<file path="config.mk">
export PLATFORM = sky130hd
export DESIGN_NAME = spec_return_stack
export DESIGN_NICKNAME = d
export VERILOG_FILES = /design/src/rtl/spec_return_stack.sv
export SDC_FILE = /design/constraint.sdc
export NUM_CORES = 1
export LEC_CHECK = 0
export CAP_MARGIN = 20
export CORE_MARGIN = 10
export CORE_UTILIZATION = 29
export CTS_BUF_LIST = sky130_fd_sc_hd__clkbuf_8
export DETAILED_ROUTE_END_ITERATION = 7
export PLACE_DENSITY = 0.44
export SYNTH_ARGS = -nofsm -noshare
export SYNTH_HDL_FRONTEND = slang
export SYNTH_SLANG_ARGS = --single-unit
</file>
<file path="constraint.sdc">
create_clock -name clk -period 6.8 [get_ports clk]
set_input_delay 1.02 -clock clk [delete_from_list [all_inputs] [get_ports clk]]
set_output_delay 1.02 -clock clk [all_outputs]
set_load 0.01 [all_outputs]
</file>
<file path="src/rtl/spec_return_stack.sv">
// -----------------------------------------------------------------------------
// spec_return_stack
// Return address stack for call/return prediction, built as a circular array
// of DEPTH entries addressed by a top pointer. When full, a push silently
// replaces the oldest entry and raises a one-cycle overflow pulse. A pop on an
// empty stack raises a one-cycle underflow pulse and changes nothing else.
//
// Optional feature macro: RAS_CHECKPOINT_EN
//   Defined   : adds the ckpt_save / ckpt_restore ports and one {tp, count}
//               snapshot register. Mispredicted speculation can then be rolled
//               back. Entries written after the save are not repaired.
//   Undefined : those ports and the snapshot register do not exist.
// -----------------------------------------------------------------------------
module spec_return_stack #(
    parameter int ADDR_W = 32,
    parameter int DEPTH  = 16
) (
    input  logic                          clk,
    input  logic                          reset_n,
    input  logic                          push,
    input  logic                          pop,
    input  logic [ADDR_W-1:0]             return_addr,
    output logic [ADDR_W-1:0]             top_addr,
    output logic                          top_valid,
    output logic [$clog2(DEPTH):0]        count,
    output logic                          overflow,
    output logic                          underflow
`ifdef RAS_CHECKPOINT_EN
    ,
    input  logic                          ckpt_save,
    input  logic                          ckpt_restore
`endif
);

    localparam int PTR_W = $clog2(DEPTH);
    localparam int CNT_W = PTR_W + 1;

    localparam logic [PTR_W-1:0] PTR_ONE  = PTR_W'(1);
    localparam logic [CNT_W-1:0] CNT_ZERO = CNT_W'(0);
    localparam logic [CNT_W-1:0] CNT_ONE  = CNT_W'(1);
    localparam logic [CNT_W-1:0] CNT_FULL = CNT_W'(DEPTH);

    // Pointer arithmetic; DEPTH is a power of two, so natural wrap is modulo DEPTH.
    function automatic logic [PTR_W-1:0] ptr_inc(input logic [PTR_W-1:0] p);
        return p + PTR_ONE;
    endfunction

    function automatic logic [PTR_W-1:0] ptr_dec(input logic [PTR_W-1:0] p);
        return p - PTR_ONE;
    endfunction

    // ---------------------------------------------------------------------
    // State
    // ---------------------------------------------------------------------
    logic [ADDR_W-1:0] mem_r [DEPTH];
    logic [PTR_W-1:0]  tp_r;
    logic [CNT_W-1:0]  count_r;
    logic              overflow_r;
    logic              underflow_r;

    // Next-state and write-port controls
    logic [PTR_W-1:0]  tp_nxt_s;
    logic [CNT_W-1:0]  count_nxt_s;
    logic              wr_en_s;
    logic [PTR_W-1:0]  wr_ptr_s;
    logic              ovf_nxt_s;
    logic              unf_nxt_s;
    logic              empty_s;
    logic              full_s;
    logic [PTR_W-1:0]  tp_inc_s;
    logic [PTR_W-1:0]  tp_dec_s;

`ifdef RAS_CHECKPOINT_EN
    logic [PTR_W-1:0]  ckpt_tp_r;
    logic [CNT_W-1:0]  ckpt_cnt_r;
`endif

    assign empty_s  = (count_r == CNT_ZERO);
    assign full_s   = (count_r == CNT_FULL);
    assign tp_inc_s = ptr_inc(tp_r);
    assign tp_dec_s = ptr_dec(tp_r);

    // ---------------------------------------------------------------------
    // Operation decode: push / pop / replace, with optional restore override
    // ---------------------------------------------------------------------
    // Next pointer, count, write port and status pulses from the request mix.
    always_comb begin
        tp_nxt_s    = tp_r;
        count_nxt_s = count_r;
        wr_en_s     = 1'b0;
        wr_ptr_s    = tp_r;
        ovf_nxt_s   = 1'b0;
        unf_nxt_s   = 1'b0;
`ifdef RAS_CHECKPOINT_EN
        if (ckpt_restore) begin
            // Restore overrides any concurrent push/pop, including its write.
            tp_nxt_s    = ckpt_tp_r;
            count_nxt_s = ckpt_cnt_r;
        end else begin
`else
        begin
`endif
            case ({push, pop})
                2'b10: begin
                    // Plain push: write above the top; when full this lands
                    // on the oldest entry.
                    wr_en_s  = 1'b1;
                    wr_ptr_s = tp_inc_s;
                    tp_nxt_s = tp_inc_s;
                    if (full_s) begin
                        ovf_nxt_s = 1'b1;
                    end else begin
                        count_nxt_s = count_r + CNT_ONE;
                    end
                end
                2'b01: begin
                    // Plain pop: entry contents are left untouched.
                    if (empty_s) begin
                        unf_nxt_s = 1'b1;
                    end else begin
                        tp_nxt_s    = tp_dec_s;
                        count_nxt_s = count_r - CNT_ONE;
                    end
                end
                2'b11: begin
                    // Return followed by call: replace the top in place.
                    // On an empty stack this degenerates into a plain push.
                    wr_en_s = 1'b1;
                    if (empty_s) begin
                        wr_ptr_s    = tp_inc_s;
                        tp_nxt_s    = tp_inc_s;
                        count_nxt_s = CNT_ONE;
                    end else begin
                        wr_ptr_s    = tp_r;
                    end
                end
                default: begin
                    tp_nxt_s    = tp_r;
                    count_nxt_s = count_r;
                end
            endcase
        end
    end

    // ---------------------------------------------------------------------
    // Registers
    // ---------------------------------------------------------------------
    // Pointer, occupancy and one-cycle status pulses.
    always_ff @(posedge clk or negedge reset_n) begin
        if (!reset_n) begin
            tp_r        <= {PTR_W{1'b0}};
            count_r     <= CNT_ZERO;
            overflow_r  <= 1'b0;
            underflow_r <= 1'b0;
        end else begin
            tp_r        <= tp_nxt_s;
            count_r     <= count_nxt_s;
            overflow_r  <= ovf_nxt_s;
            underflow_r <= unf_nxt_s;
        end
    end

    // Entry storage is not reset; writes are blocked while reset is asserted.
    always_ff @(posedge clk) begin
        if (wr_en_s && reset_n) begin
            mem_r[wr_ptr_s] <= return_addr;
        end else begin
            mem_r[wr_ptr_s] <= mem_r[wr_ptr_s];
        end
    end

`ifdef RAS_CHECKPOINT_EN
    // Snapshot of the post-update pointer/count; a concurrent restore wins.
    always_ff @(posedge clk or negedge reset_n) begin
        if (!reset_n) begin
            ckpt_tp_r  <= {PTR_W{1'b0}};
            ckpt_cnt_r <= CNT_ZERO;
        end else if (ckpt_save && !ckpt_restore) begin
            ckpt_tp_r  <= tp_nxt_s;
            ckpt_cnt_r <= count_nxt_s;
        end else begin
            ckpt_tp_r  <= ckpt_tp_r;
            ckpt_cnt_r <= ckpt_cnt_r;
        end
    end
`endif

    // ---------------------------------------------------------------------
    // Outputs: top view is combinational from registered state only
    // ---------------------------------------------------------------------
    assign top_valid = !empty_s;
    assign top_addr  = empty_s ? {ADDR_W{1'b0}} : mem_r[tp_r];
    assign count     = count_r;
    assign overflow  = overflow_r;
    assign underflow = underflow_r;

endmodule

</file>
==> flow_summary.ini, run 1 <==
[worst_setup_path]
critPathArrivalTime_ps = 3740
worst-path-buf-inv = 3
criticalPathCategory = flop to output port
start_kind = flop
end_kind = output port
path_cells = or4_4 -> nor2_1 -> inv_1 -> nand2_2 -> buf_4 -> o22ai_1 -> clkdlybuf4s50_1
cp_top_family = simple AND/OR/NAND/NOR gates
cp_max_fo = 17
critical-path-slowest-cell = or4_4
path_depth = 7
r2r.worst_path.cells = 7
max_stage_delay_ps = 610
r2r_slack_ps = 2910
r2r-start = tp_r[0]$_DFFE_PN0P_
cp.required_ps = 5780
r2r-end = mem_r[12][12]$_DFFE_PP_

[clocking]
clockRootBuffer = clkbuf_8
post_cts_buffers = 0
cts_made_buffers = 89
clock-sinks = 523
cts_hold_buf = 0
clkSlewWorstSetupHoldPaths_ps = 60
cts_tree = yes
htreeDepth = 3
cts_buffer_depth = 3
cts_resized = 0
clock_latency_ps = 680

[floorplan]
die_w_um = 285
die_y_um = 285
die_area_um2 = 81300
coreArea_um2 = 69900
initial_core_util_pct = 29.2
rows = 97
io_pins = 76

[final_layout]
area_delta_synth_final_pct = 18.2
fin_cells = 2070
diodes = 0
register_area_um2 = 15700
layout_commonest_cell = edfxtp_1
layout_common_cells = edfxtp_1 (512), mux4_2 (128), clkbuf_8 (91)
multi_input_area_um2 = 4590
fillCellCount = 6582
final_nets = 1105
fin_area_um2 = 24100
drive_gt1_share_pct = 26.3

[detailed_routing]
drtIter0Drc = 659
wl_um = 50400
wl_per_cell_um = 24.4
viasPerCell = 4.65
vias = 9624
dr.pass1.iters = 5
drcViolationCount = 0
ant_nets = 0

[place]
place_congestion = 0.720
place_area_um2 = 22500
portBuffers = 75
dpl.hpwl_um = 30200
dp.cells = 1911
pre_cts_ws_ps = 1930

[grt]
grt_first_pass_wirelength_um = 74100
grt_max_degree = 61
overflow = 0
antenna_found_initial = 0
first_global_vias = 10500
groute.usage.overall_pct = 12.4

[sta]
finalCritPeriodShare_pct = 70.0
tightest_slew_ps = 1030
hold_ws_ps = 641
relSlewSlack_pct = 30.9
drv_slew = 0
fin_crit_ps = 4760
fmax_mhz = 210
setup_tns_ps = 0
fin_skew_ps = 28.2
setup_viol = 0
grt_setup_unrepaired = no
finalWorstSetupSlack_ps = 2040
hold_viol = 0

[min_path]
min_to = tp_r[2]$_DFFE_PN0P_
hold_path.class = flop to flop
hold_start = tp_r[2]$_DFFE_PN0P_
min_delay_path_depth = 1

[power_and_ir_drop]
power_density_nw_per_um2 = 396
ir_drop_mv = 0.192
p_leak_nw = 7.70

[synthesis]
synthCells = 920
synth_edf_count = 512
synth_async_sr_flop_share_pct = 2.10
synth.distinct_cells = 45
synth_seq_cells = 523
avgSynthCellArea_um2 = 22.2
yosys_warnings = 0
synthesis.area_um2 = 20400
yosysSeqAreaShare_pct = 76.8
ys.flop_type = edfxtp_1
syn_nets = 962

[run]
max-cap-violations = 0

[run_status]
outcome = completed
-- synth_stat cells (4+ instances only) --
master	instances	area share [%]
ha_1	5	0.31
a21oi_1	6	0.15
mux4_2	128	14
nand3_1	6	0.15
mux2i_1	68	3.3
inv_1	9	0.17
clkbuf_1	16	0.29
dfrtp_1	11	1.4
o21ai_0	7	0.17
a31oi_1	7	0.21
nor2b_1	4	0.12
xnor2_1	4	0.17
nand2_1	9	0.17
nor2_1	24	0.44
edfxtp_1	512	75
o22ai_1	32	0.98
buf_2	29	0.71
-- per-layer routing --
metal,wire length [µm],part of all wire [%],track usage (%)
met3,2060,4.1,2.55
met1,22400,44,16.3
met5,0,0,0
met4,965,1.9,4.32
met2,25000,50,20.1
-- flip-flops by register name (all words and copies together) (netlist names) --
signal	cells
overflow	1
tp_r	4
count	5
mem_r	512
underflow	1
-- kinds of logic (layout without fill, tap and decap cells) --
| kind of cell | count (synthesis) | count (layout) | synth area share [%] |
|---|---|---|---|
| DFF | 523 | 523 | 76.8 |
| muxes | 197 | 197 | 17.5 |
| AOI/OAI and AO/OA | 72 | 72 | 2.34 |
| buffers and inverters | 59 | 269 | 1.32 |
| and+or+nand+nor | 58 | 58 | 1.42 |
| adders and majority gates | 6 | 6 | 0.405 |
| xor gates and xnor gates | 5 | 5 | 0.215 |
-- final cells by class --
type	instances	share of cell area [%]
sequential	523	65.0
multi-input combinational	338	19.0
clock buffer	91	5.20
tap	940	4.88
clock inverter	67	1.36
timing repair buffer	102	4.38
inverter	9	0.140
-- worst max path at each step --
stage	start	end	slack [ps]
6_report	count[0]$_DFFE_PN0P_	top_addr[16]	2040
5_1_grt	tp_r[0]$_DFFE_PN0P_	top_addr[13]	1830
4_1_cts	tp_r[1]$_DFFE_PN0P_	top_addr[11]	1860
3_5_place_dp	pop	mem_r[14][5]$_DFFE_PP_	1930
3_3_place_gp	pop	mem_r[14][5]$_DFFE_PP_	2020
2_1_floorplan	push	mem_r[6][0]$_DFFE_PP_	3210
-- stage by stage --
step	power [mW]	util, %
floorplan	5.82	-
global placement	7.17	32.0
detailed placement	7.17	32.2
CTS	9.75	34.4
global route	10.0	34.5
finish	9.55	34.5
-- report_power, final --
group / internal [mW] / switching [mW]
clock: 1.28 / 1.26
sequential: 3.75 / 0.234
combinational: 1.45 / 1.56
total: 6.49 / 3.06
Power figures use the tool's default switching activity.
==> run 2: changes to the inputs <==
--- a/config.mk
+++ b/config.mk
@@ -10,7 +10,7 @@
 export CORE_UTILIZATION = 29
 export CTS_BUF_LIST = sky130_fd_sc_hd__clkbuf_8
 export DETAILED_ROUTE_END_ITERATION = 7
-export PLACE_DENSITY = 0.44
+export PLACE_DENSITY = 0.45
 export SYNTH_ARGS = -nofsm -noshare
 export SYNTH_HDL_FRONTEND = slang
 export SYNTH_SLANG_ARGS = --single-unit
==> constraint.sdc (replaced) <==
create_clock -name clk -period 4.2 [get_ports clk]
set_input_delay 0.63 -clock clk [delete_from_list [all_inputs] [get_ports clk]]
set_output_delay 0.63 -clock clk [all_outputs]
set_load 0.01 [all_outputs]
==> flow_summary.ini, run 2 (same netlist as run 1, synthesis figures left out) <==
[sta]
finalWorstSetupSlack_ps = 215
tightest_slew_ps = 875
grt_setup_unrepaired = no
setup_viol = 0
hold_viol = 0
hold_ws_ps = 407
setup_tns_ps = 0
fin_skew_ps = 32.7
fin_crit_ps = 3990
finalCritPeriodShare_pct = 94.9
fmax_mhz = 251
relSlewSlack_pct = 41.7
drv_slew = 0

[final_layout]
largest_reg_flops = 512
area_delta_synth_final_pct = 20.2
largest_register = mem_r
fin_cells = 2116
drive_gt1_share_pct = 28.2
layout_commonest_cell = edfxtp_1
fillCellCount = 6604
final_nets = 1147
layout_common_cells = edfxtp_1 (512), mux4_2 (128), clkbuf_8 (97)

[floorplan]
rows = 97
die_area_um2 = 81300
coreArea_um2 = 69900
io_pins = 76
die_y_um = 285
initial_core_util_pct = 29.2
die_w_um = 285

[power_and_ir_drop]
report.power.total_mw = 15.9
power_density_nw_per_um2 = 649
ir_drop_mv = 0.291
p_leak_nw = 7.96

[clocking]
clockRootBuffer = clkbuf_8
clkSlewWorstSetupHoldPaths_ps = 60
cts_buffer_depth = 3
cts_tree = yes
cts_made_buffers = 93
clock_latency_ps = 680
htreeDepth = 3
clock-sinks = 523
cts_hold_buf = 0

[run_status]
outcome = completed

[grt]
grt_max_degree = 41
overflow = 0
antenna_found_initial = 1
first_global_vias = 10900
grt_first_pass_wirelength_um = 77400
groute.usage.overall_pct = 12.9

[worst_setup_path]
cp.required_ps = 3570
cp_max_fo = 22
critical-path-slowest-cell = or4_4
r2r.worst_path.cells = 8
max_stage_delay_ps = 600
r2r_slack_ps = 800
critPathArrivalTime_ps = 3360
timing.critical_path.to = top_addr[14]
path_cells = or4_4 -> nor2_1 -> inv_1 -> nand2b_4 -> buf_12 -> o22ai_1 -> clkdlybuf4s50_1
start_kind = flop
r2r-end = mem_r[11][9]$_DFFE_PP_
end_kind = output port
r2r-start = tp_r[1]$_DFFE_PN0P_
cp-startpoint = count[0]$_DFFE_PN0P_
criticalPathCategory = flop to output port

[min_path]
hold_path.class = input pin to asynchronous set/reset pin

[detailed_routing]
vias = 9926
viasPerCell = 4.69
ant_nets = 0
dr.pass1.iters = 4
drtIter0Drc = 685
wl_um = 52300
wl_per_cell_um = 24.7
drcViolationCount = 0

[run]
max-cap-violations = 0

[place]
dpl.hpwl_um = 31400
dp.cells = 1948
place_congestion = 0.702
pre_cts_ws_ps = 641
portBuffers = 75
## run 2: worst max-delay path: cells and delay by family, from the launching register on
family	cells	cell delay [ps]
AND/OR/NAND/NOR	3	1000
buffers and inverters	3	950
flip-flops	1	470
AO/OA/AOI/OAI	1	200
## run 2: worst min path at each step
stage                                 to  depth (start not counted)  slack [ps]
global route         tp_r[0]$_DFFE_PN0P_                          2         390
finish               tp_r[1]$_DFFE_PN0P_                          2         410
global placement     tp_r[2]$_DFFE_PN0P_                          1         630
detailed placement   tp_r[2]$_DFFE_PN0P_                          1         630
floorplan           count[0]$_DFFE_PN0P_                          0         330
CTS                  tp_r[0]$_DFFE_PN0P_                          2         350
## run 2: layout make-up
type	count	area, µm²	area share (%)
Inverter	9	33.8	0.138
Multi-Input combinational cell	338	4600	18.8
Clock buffer	97	1340	5.45
Tap cell	940	1180	4.80
Clock inverter	66	325	1.33
Sequential cell	523	15700	63.9
Antenna cell	3	7.51	0.0306
Timing Repair Buffer	140	1360	5.57
## run 2: routing by layer
layer / GRT usage [%] / part of all wire [%] / up-vias
met5: 0 / 0 / -
met4: 3.62 / 1.7 / 0
met3: 2.59 / 3.6 / 72
met2: 22.2 / 52 / 195
met1: 16.4 / 43 / 5363
li1: - / - / 4296
## run 2: through the flow
step,cell area [µm²],utilization (%)
after detailed placement,22800,32.6
after floorplan,20400,-
after CTS,24500,35.0
after global placement,22800,32.6
final,24500,35.0
after global routing,24500,35.0
## run 2: power breakdown
group | internal, mW | switching, mW | leakage (nW)
logic | 2.56 | 2.60 | 2.26
clock network | 2.24 | 2.05 | 0.960
registers | 6.08 | 0.364 | 4.74
total | 10.9 | 5.01 | 7.96
## run 2: what timing repair did
action                                  4_1_cts  5_1_grt
gates resized for setup                       2        0
hold endpoints to repair                      0        0
endpoints found under the setup margin       19        0
setup buffers                                 2        0
